## src/rtl/pwm_pkg.sv

```systemverilog
// Shared constants and helpers for the PWM generator and its integrators.
package pwm_pkg;

    localparam int unsigned PWM_CTR_LEN_DEFAULT = 8;

    // PWM period in clocks for a counter of the given width (up to 32 bits).
    function automatic logic [32:0] pwm_period(input int unsigned len);
        return 33'd1 << len;
    endfunction

endpackage

```

## src/rtl/pwm_counter.sv

```systemverilog
// Free-running CTR_LEN-bit wrap counter with a flag marking the zero count.
module pwm_counter
    import pwm_pkg::*;
#(
    parameter int unsigned CTR_LEN = PWM_CTR_LEN_DEFAULT
) (
    input  logic               clk_i,
    input  logic               rst_ni,
    output logic [CTR_LEN-1:0] ctr_o,
    output logic               wrap_o
);

    logic [CTR_LEN-1:0] ctr_q;
    logic [CTR_LEN-1:0] ctr_d;

    // Natural modulo-2^CTR_LEN wrap; no enable or stall by design.
    always_comb begin
        ctr_d = ctr_q + CTR_LEN'(1);
    end

    always_ff @(posedge clk_i or negedge rst_ni) begin
        if (!rst_ni) begin
            ctr_q <= '0;
        end else begin
            ctr_q <= ctr_d;
        end
    end

    assign ctr_o  = ctr_q;
    assign wrap_o = (ctr_q == '0);

endmodule

```

## src/rtl/pwm_generator.sv

```systemverilog
// Free-running PWM: output high while the counter is below compare, one-clock registered lag.
module pwm_generator
    import pwm_pkg::*;
#(
    parameter int unsigned CTR_LEN = PWM_CTR_LEN_DEFAULT
) (
    input  logic               clk,
    input  logic               rst,
    input  logic [CTR_LEN-1:0] compare,
    output logic               pwm,
    output logic               period_start
);

    logic [CTR_LEN-1:0] ctr;
    logic               wrap;
    logic               pwm_d;
    logic               pwm_q;
    logic               period_start_d;
    logic               period_start_q;

    pwm_counter #(
        .CTR_LEN (CTR_LEN)
    ) u_counter (
        .clk_i  (clk),
        .rst_ni (rst),
        .ctr_o  (ctr),
        .wrap_o (wrap)
    );

    // Both outputs are decided from the pre-increment count, so they trail ctr by one clock.
    always_comb begin
        pwm_d          = (compare > ctr);
        period_start_d = wrap;
    end

    always_ff @(posedge clk or negedge rst) begin
        if (!rst) begin
            pwm_q          <= 1'b0;
            period_start_q <= 1'b0;
        end else begin
            pwm_q          <= pwm_d;
            period_start_q <= period_start_d;
        end
    end

    assign pwm          = pwm_q;
    assign period_start = period_start_q;

endmodule

```

## config.mk

```make
export PLATFORM = sky130hd
export DESIGN_NAME = pwm_generator
export DESIGN_NICKNAME = d
export VERILOG_FILES = /design/src/rtl/pwm_pkg.sv /design/src/rtl/pwm_counter.sv /design/src/rtl/pwm_generator.sv
export SDC_FILE = /design/constraint.sdc
export NUM_CORES = 1
export LEC_CHECK = 0
export ABC_AREA = 1
export CELL_PAD_IN_SITES_DETAIL_PLACEMENT = 1
export CELL_PAD_IN_SITES_GLOBAL_PLACEMENT = 1
export CORE_MARGIN = 2
export CORE_UTILIZATION = 43
export CTS_CLUSTER_DIAMETER = 80
export DETAILED_ROUTE_END_ITERATION = 16
export DONT_BUFFER_PORTS = 1
export GPL_ROUTABILITY_DRIVEN = 0
export PLACE_DENSITY = 0.71
export SYNTH_ARGS = -nofsm -noshare
export SYNTH_HDL_FRONTEND = slang
export SYNTH_SLANG_ARGS = --single-unit
```

## constraint.sdc

```tcl
create_clock -name clk -period 1.3 [get_ports clk]
set_input_delay 0.26 -clock clk [delete_from_list [all_inputs] [get_ports clk]]
set_output_delay 0.26 -clock clk [all_outputs]
set_load 0.005 [all_outputs]
```

==> results.py, run 1 <==
metrics = {
    "clocking": {
        "cts.sinks": 10,
        "cts_buffers": 3,
        "cts_tree": "yes",
        "htree_levels": 1,
        "clock_latency_ns": 0.26,
        "clock_path_buffers": 2,
        "root_buffer": "clkbuf_4",
        "path_clk_slew_ns": 0.06,
    },
    "timing": {
        "tightestPinTransition_ns": 0.460,
        "min_period_ns": 1.27,
        "setup_viol": 0,
        "finalHoldViolations": 0,
        "fin_crit_sh_pct": 97.5,
        "fin_ws_ns": 0.0328,
        "maxSlewHeadroom_pct": 69.2,
        "skew_ns": 0.00164,
        "final-max-slew-violation-count": 0,
        "fmax_ghz": 0.789,
        "holdWs_ns": 0.381,
    },
    "finish": {
        "final_cell_mix": "11 x buf_4, 10 x dfrtp_1, 9 x inv_1",
        "mostFrequentLayoutCell": "buf_4",
        "synthToLayoutAreaGrowth_pct": 37.5,
        "drive_above_1_share_pct": 40.7,
        "layout.nets": 103,
        "diodes": 0,
    },
    "critical_path": {
        "r2r_start": "u_counter.ctr_o[6]",
        "crit_arrival_ns": 1.42,
        "cp-end-kind": "flip-flop",
        "reg2reg_depth": 7,
        "cp_max_fo": 2,
        "start_kind": "flip-flop",
        "crit_type": "reg2reg",
        "crit_required_ns": 1.45,
        "timing.rr.end": "pwm",
        "startpoint": "u_counter.ctr_o[6]",
        "rrSetupSlack_ns": 0.03,
    },
    "global_route": {
        "grt_max_degree": 11,
        "gr-total-overflow": 0,
        "antenna_found_initial": 0,
        "grt.total_usage_pct": 15.4,
        "grt_pass1_vias": 493,
        "grt_pass1_wl_um": 2010,
    },
    "placed_design": {
        "hpwl_um": 966,
        "dp_slack_ns": -0.0383,
        "portBuffers": 0,
    },
    "power_and_ir_drop": {
        "total_power_uw": 579,
        "leakagePower_nw": 0.401,
        "irDropWorstVdd_v": 0.000585,
        "power_density_mw_per_mm2": 694,
    },
    "synthesis": {
        "yosysWarnings": 0,
        "synthTopCellsByArea": "dfrtp_1 41%, ha_1 21%, xor2_1 8.7%",
        "synth_fp_nets": 86,
        "post_synth.cell_area_avg_um2": 9.19,
        "synth_top_cell_by_area": "dfrtp_1",
        "yosys_register_bits": 10,
        "yosys.area.top_type_share_pct": 41.2,
        "ys_seq_area_share_pct": 41.2,
        "syn-cell-area_um2": 607,
        "synth_cell_type_count": 12,
        "syn_inst": 66,
    },
    "die": {
        "dieArea_mm2": 0.00173,
        "ios": 12,
        "initial_core_util_pct": 46.1,
        "core_mm2": 0.00132,
        "row_count": 13,
        "die_x_um": 41.6,
        "die_h_um": 41.6,
    },
    "detailed_routing": {
        "dr.first_iter.drc_count": 6,
        "drt-total-wl_um": 1560,
        "first_pass_iters": 4,
        "ant_nets": 0,
        "drc": 0,
        "viasPerCell": 5.10,
        "routedWlPerCell_um": 16.2,
        "vias": 490,
    },
    "hold_path": {
        "hp-class": "in2async",
    },
    "run_status": {
        "status": "complete, no violations",
    },
    "run": {
        "maxCapViolations": 0,
    },
}
[through the flow]
step	cell area, um2	instances	setup TNS [ns]	utilization (%)
after CTS	698	90	0	53.0
final	835	96	0	63.3
after floorplan	607	66	0	-
after global routing	835	96	-0.0400	63.3
after detailed placement	663	86	-0.0383	50.3
after global placement	663	86	-0.0118	50.3
[cell families (layout without fill, tap and decap cells)]
group                    Yosys count  count (layout)  share of synthesized area (%)
AO/OA/AOI/OAI                      4               4                           3.71
XOR/XNOR                           6               6                           8.66
adder cells (fa/ha/maj)           10              10                           20.6
buffers and inverters             13              28                           8.04
flip-flops                        10              10                           41.2
AND/OR/NAND/NOR                   23              23                           17.7
[worst max-delay path by stage]
stage | end | slack [ns] | depth (start not counted)
after detailed placement | pwm | -0.04 | 7
after global placement | pwm | -0.01 | 7
after CTS | pwm | 0.004 | 7
after global routing | pwm | -0.04 | 7
after floorplan | pwm | 0.13 | 7
final | pwm | 0.03 | 7
[what timing repair did]
item / CTS / global route
setup endpoints to repair: 1 / 1
hold buffers: 1 / 0
pin swaps: 1 / 3
hold endpoints to repair: 10 / 0
buffers inserted: 0 / 6
gates resized for setup: 1 / 17
[cell type report]
class	count	area [um2]
multi-input combinational	43	402
sequential	10	250
clock buffer	3	22.5
fill	139	483
tap	15	18.8
timing repair buffer	12	92.6
inverter	13	48.8
[worst max-delay path, cell delays in order (launching register included)]
cell and delay (ns):
dfrtp_1 0.37, inv_2 0.06, ha_4 0.27, nand2_4 0.05, nor2_4 0.12, nand3_2 0.08
nor2_2 0.16, a21oi_2 0.04
[cells in the mapped netlist, drive strengths merged]
cell	number
ha	10
nand2	10
nand4	1
nor2	7
xor2	6
a21o	1
inv	13
nand3	5
dfrtp	10
a21oi	3
[registers in the layout, indices dropped and copies added, names as in the netlist]
register / flops
period_start: 1
pwm: 1
u_counter.ctr_o: 8
[metal layers]
metal / track usage, % / part of all wire, % / up-vias
li1: - / - / 237
met1: 17.1 / 41 / 240
met2: 27.8 / 55 / 13
met3: 5.22 / 4.8 / 0
met4: 3.87 / 0 / 0
met5: 0 / 0 / -
[report_power, final]
group | switching (mW) | internal [mW]
registers | 0.000916 | 0.313
clock network | 0.100 | 0.107
logic | 0.0295 | 0.0281
Power figures use the tool's default switching activity.
==> run 2, diff against run 1 <==
==> constraint.sdc (replaced) <==
create_clock -name clk -period 1.3 [get_ports clk]
set_input_delay 0.26 -clock clk [delete_from_list [all_inputs] [get_ports clk]]
set_output_delay 0.26 -clock clk [all_outputs]
set_load 0.1 [all_outputs]
==> results.py, run 2 (synthesized netlist as in run 1, its figures left out) <==
metrics = {
    "finish": {
        "drive_above_1_share_pct": 32.5,
        "diodes": 0,
        "num-fill-cells": 153,
        "fin_cells": 92,
        "final_cell_mix": "11 x inv_1, 10 x dfrtp_1, 8 x nand2_1",
        "layout.nets": 99,
        "largest_reg_flops": 8,
        "synthToLayoutAreaGrowth_pct": 30.5,
        "mostFrequentLayoutCell": "inv_1",
        "regArea_um2": 250,
        "utilization_pct": 60.1,
        "multi_input_area_um2": 389,
    },
    "clocking": {
        "cts_buffers": 3,
        "path_clk_slew_ns": 0.06,
        "htree_levels": 1,
        "clock_latency_ns": 0.26,
        "root_buffer": "clkbuf_4",
        "cts.sinks": 10,
        "clock_path_buffers": 2,
        "cts_tree": "yes",
    },
    "global_route": {
        "grt.total_usage_pct": 16.0,
        "grt_pass1_wl_um": 2040,
        "grt_max_degree": 11,
        "grt_pass1_vias": 504,
        "gr-total-overflow": 0,
        "antenna_found_initial": 0,
    },
    "detailed_routing": {
        "vias": 457,
        "met3_length_um": 55,
        "met1_length_um": 538,
        "drt-total-wl_um": 1300,
        "dr.first_iter.drc_count": 3,
        "wl_met2_um": 696,
        "viasPerCell": 4.97,
        "routedWlPerCell_um": 14.2,
        "drc": 0,
        "top_layer": "met4",
        "ant_nets": 0,
        "first_pass_iters": 4,
    },
    "timing": {
        "fin_ws_ns": 0.0460,
        "holdWs_ns": 0.354,
        "finalHoldViolations": 0,
        "fmax_ghz": 0.797,
        "min_period_ns": 1.25,
        "final-max-slew-violation-count": 0,
        "tightestPinTransition_ns": 0.481,
        "fin_crit_sh_pct": 96.5,
        "setup_viol": 0,
        "maxSlewHeadroom_pct": 67.8,
        "skew_ns": 0.00494,
    },
    "power_and_ir_drop": {
        "irDropWorstVdd_v": 0.000479,
        "power_density_mw_per_mm2": 751,
        "leakagePower_nw": 0.377,
    },
    "critical_path": {
        "crit_required_ns": 1.45,
        "cp_max_fo": 3,
        "cp-end-kind": "flip-flop",
        "crit_type": "reg2reg",
        "crit_arrival_ns": 1.41,
        "start_kind": "flip-flop",
    },
    "placed_design": {
        "hpwl_um": 1020,
        "dp_cells": 88,
        "dp_slack_ns": 0.00330,
        "portBuffers": 0,
    },
    "die": {
        "die_x_um": 41.6,
        "die_h_um": 41.6,
        "dieArea_mm2": 0.00173,
        "initial_core_util_pct": 46.1,
        "row_count": 13,
        "core_mm2": 0.00132,
        "ios": 12,
    },
    "run": {
        "maxCapViolations": 0,
    },
    "run_status": {
        "status": "complete, no violations",
    },
    "hold_path": {
        "hp-class": "in2reg",
    },
}
run 2: path summary, 6_finish.rpt:
| kind | start | end | slack, ns | depth (start not counted) |
|---|---|---|---|---|
| worst max register to register | u_counter.ctr_o[7] | pwm | 0.05 | 5 |
| worst max-delay path | u_counter.ctr_o[7] | pwm | 0.05 | 5 |
| min in group asynchronous | rst | u_counter.ctr_o[7] | 0.39 | 1 |
| worst min-delay path | compare[2] | pwm | 0.35 | 4 |
| max in group asynchronous | rst | u_counter.ctr_o[6] | 0.58 | 1 |
| worst min register to register | u_counter.ctr_o[0] | u_counter.ctr_o[0] | 0.55 | 1 |
run 2: through the flow:
step | total power [mW] | TNS, ns | instance area, um2
after floorplan | 0.360 | 0 | 607
after global placement | 0.369 | 0 | 678
after detailed placement | 0.371 | 0 | 678
after CTS | 0.589 | 0 | 713
after global routing | 0.625 | -0.0230 | 792
final | 0.595 | 0 | 792
run 2: repair_timing:
item	CTS	global route
pin swaps	0	3
hold buffers	1	0
setup endpoints to repair	1	1
setup buffers	0	0
gates resized for setup	1	12
hold endpoints to repair	10	0
run 2: layout make-up:
cell class / instances / area share, %
tap: 15 / 2.37
sequential: 10 / 31.6
clock buffer: 3 / 2.84
inverter: 13 / 6.16
multi-input combinational: 43 / 49.1
timing repair buffer: 8 / 7.90
run 2: layer usage:
layer,track usage (%),vias to the layer above
met3,5.22,2
met1,18.2,217
met5,0,-
met4,7.74,0
li1,-,228
met2,26.9,10
run 2: where the power goes:
| part | internal (mW) | switching, mW | leakage [nW] |
|---|---|---|---|
| clock network | 0.107 | 0.101 | 0.0138 |
| logic | 0.0278 | 0.0453 | 0.241 |
| registers | 0.313 | 0.000474 | 0.122 |
| total | 0.448 | 0.147 | 0.377 |
run 2: worst max-delay path: stages (launching register included):
cell and delay, ns:
dfrtp_1 0.37, inv_1 0.14, ha_4 0.23, a21o_1 0.18, nor2_1 0.16, a21oi_2 0.07
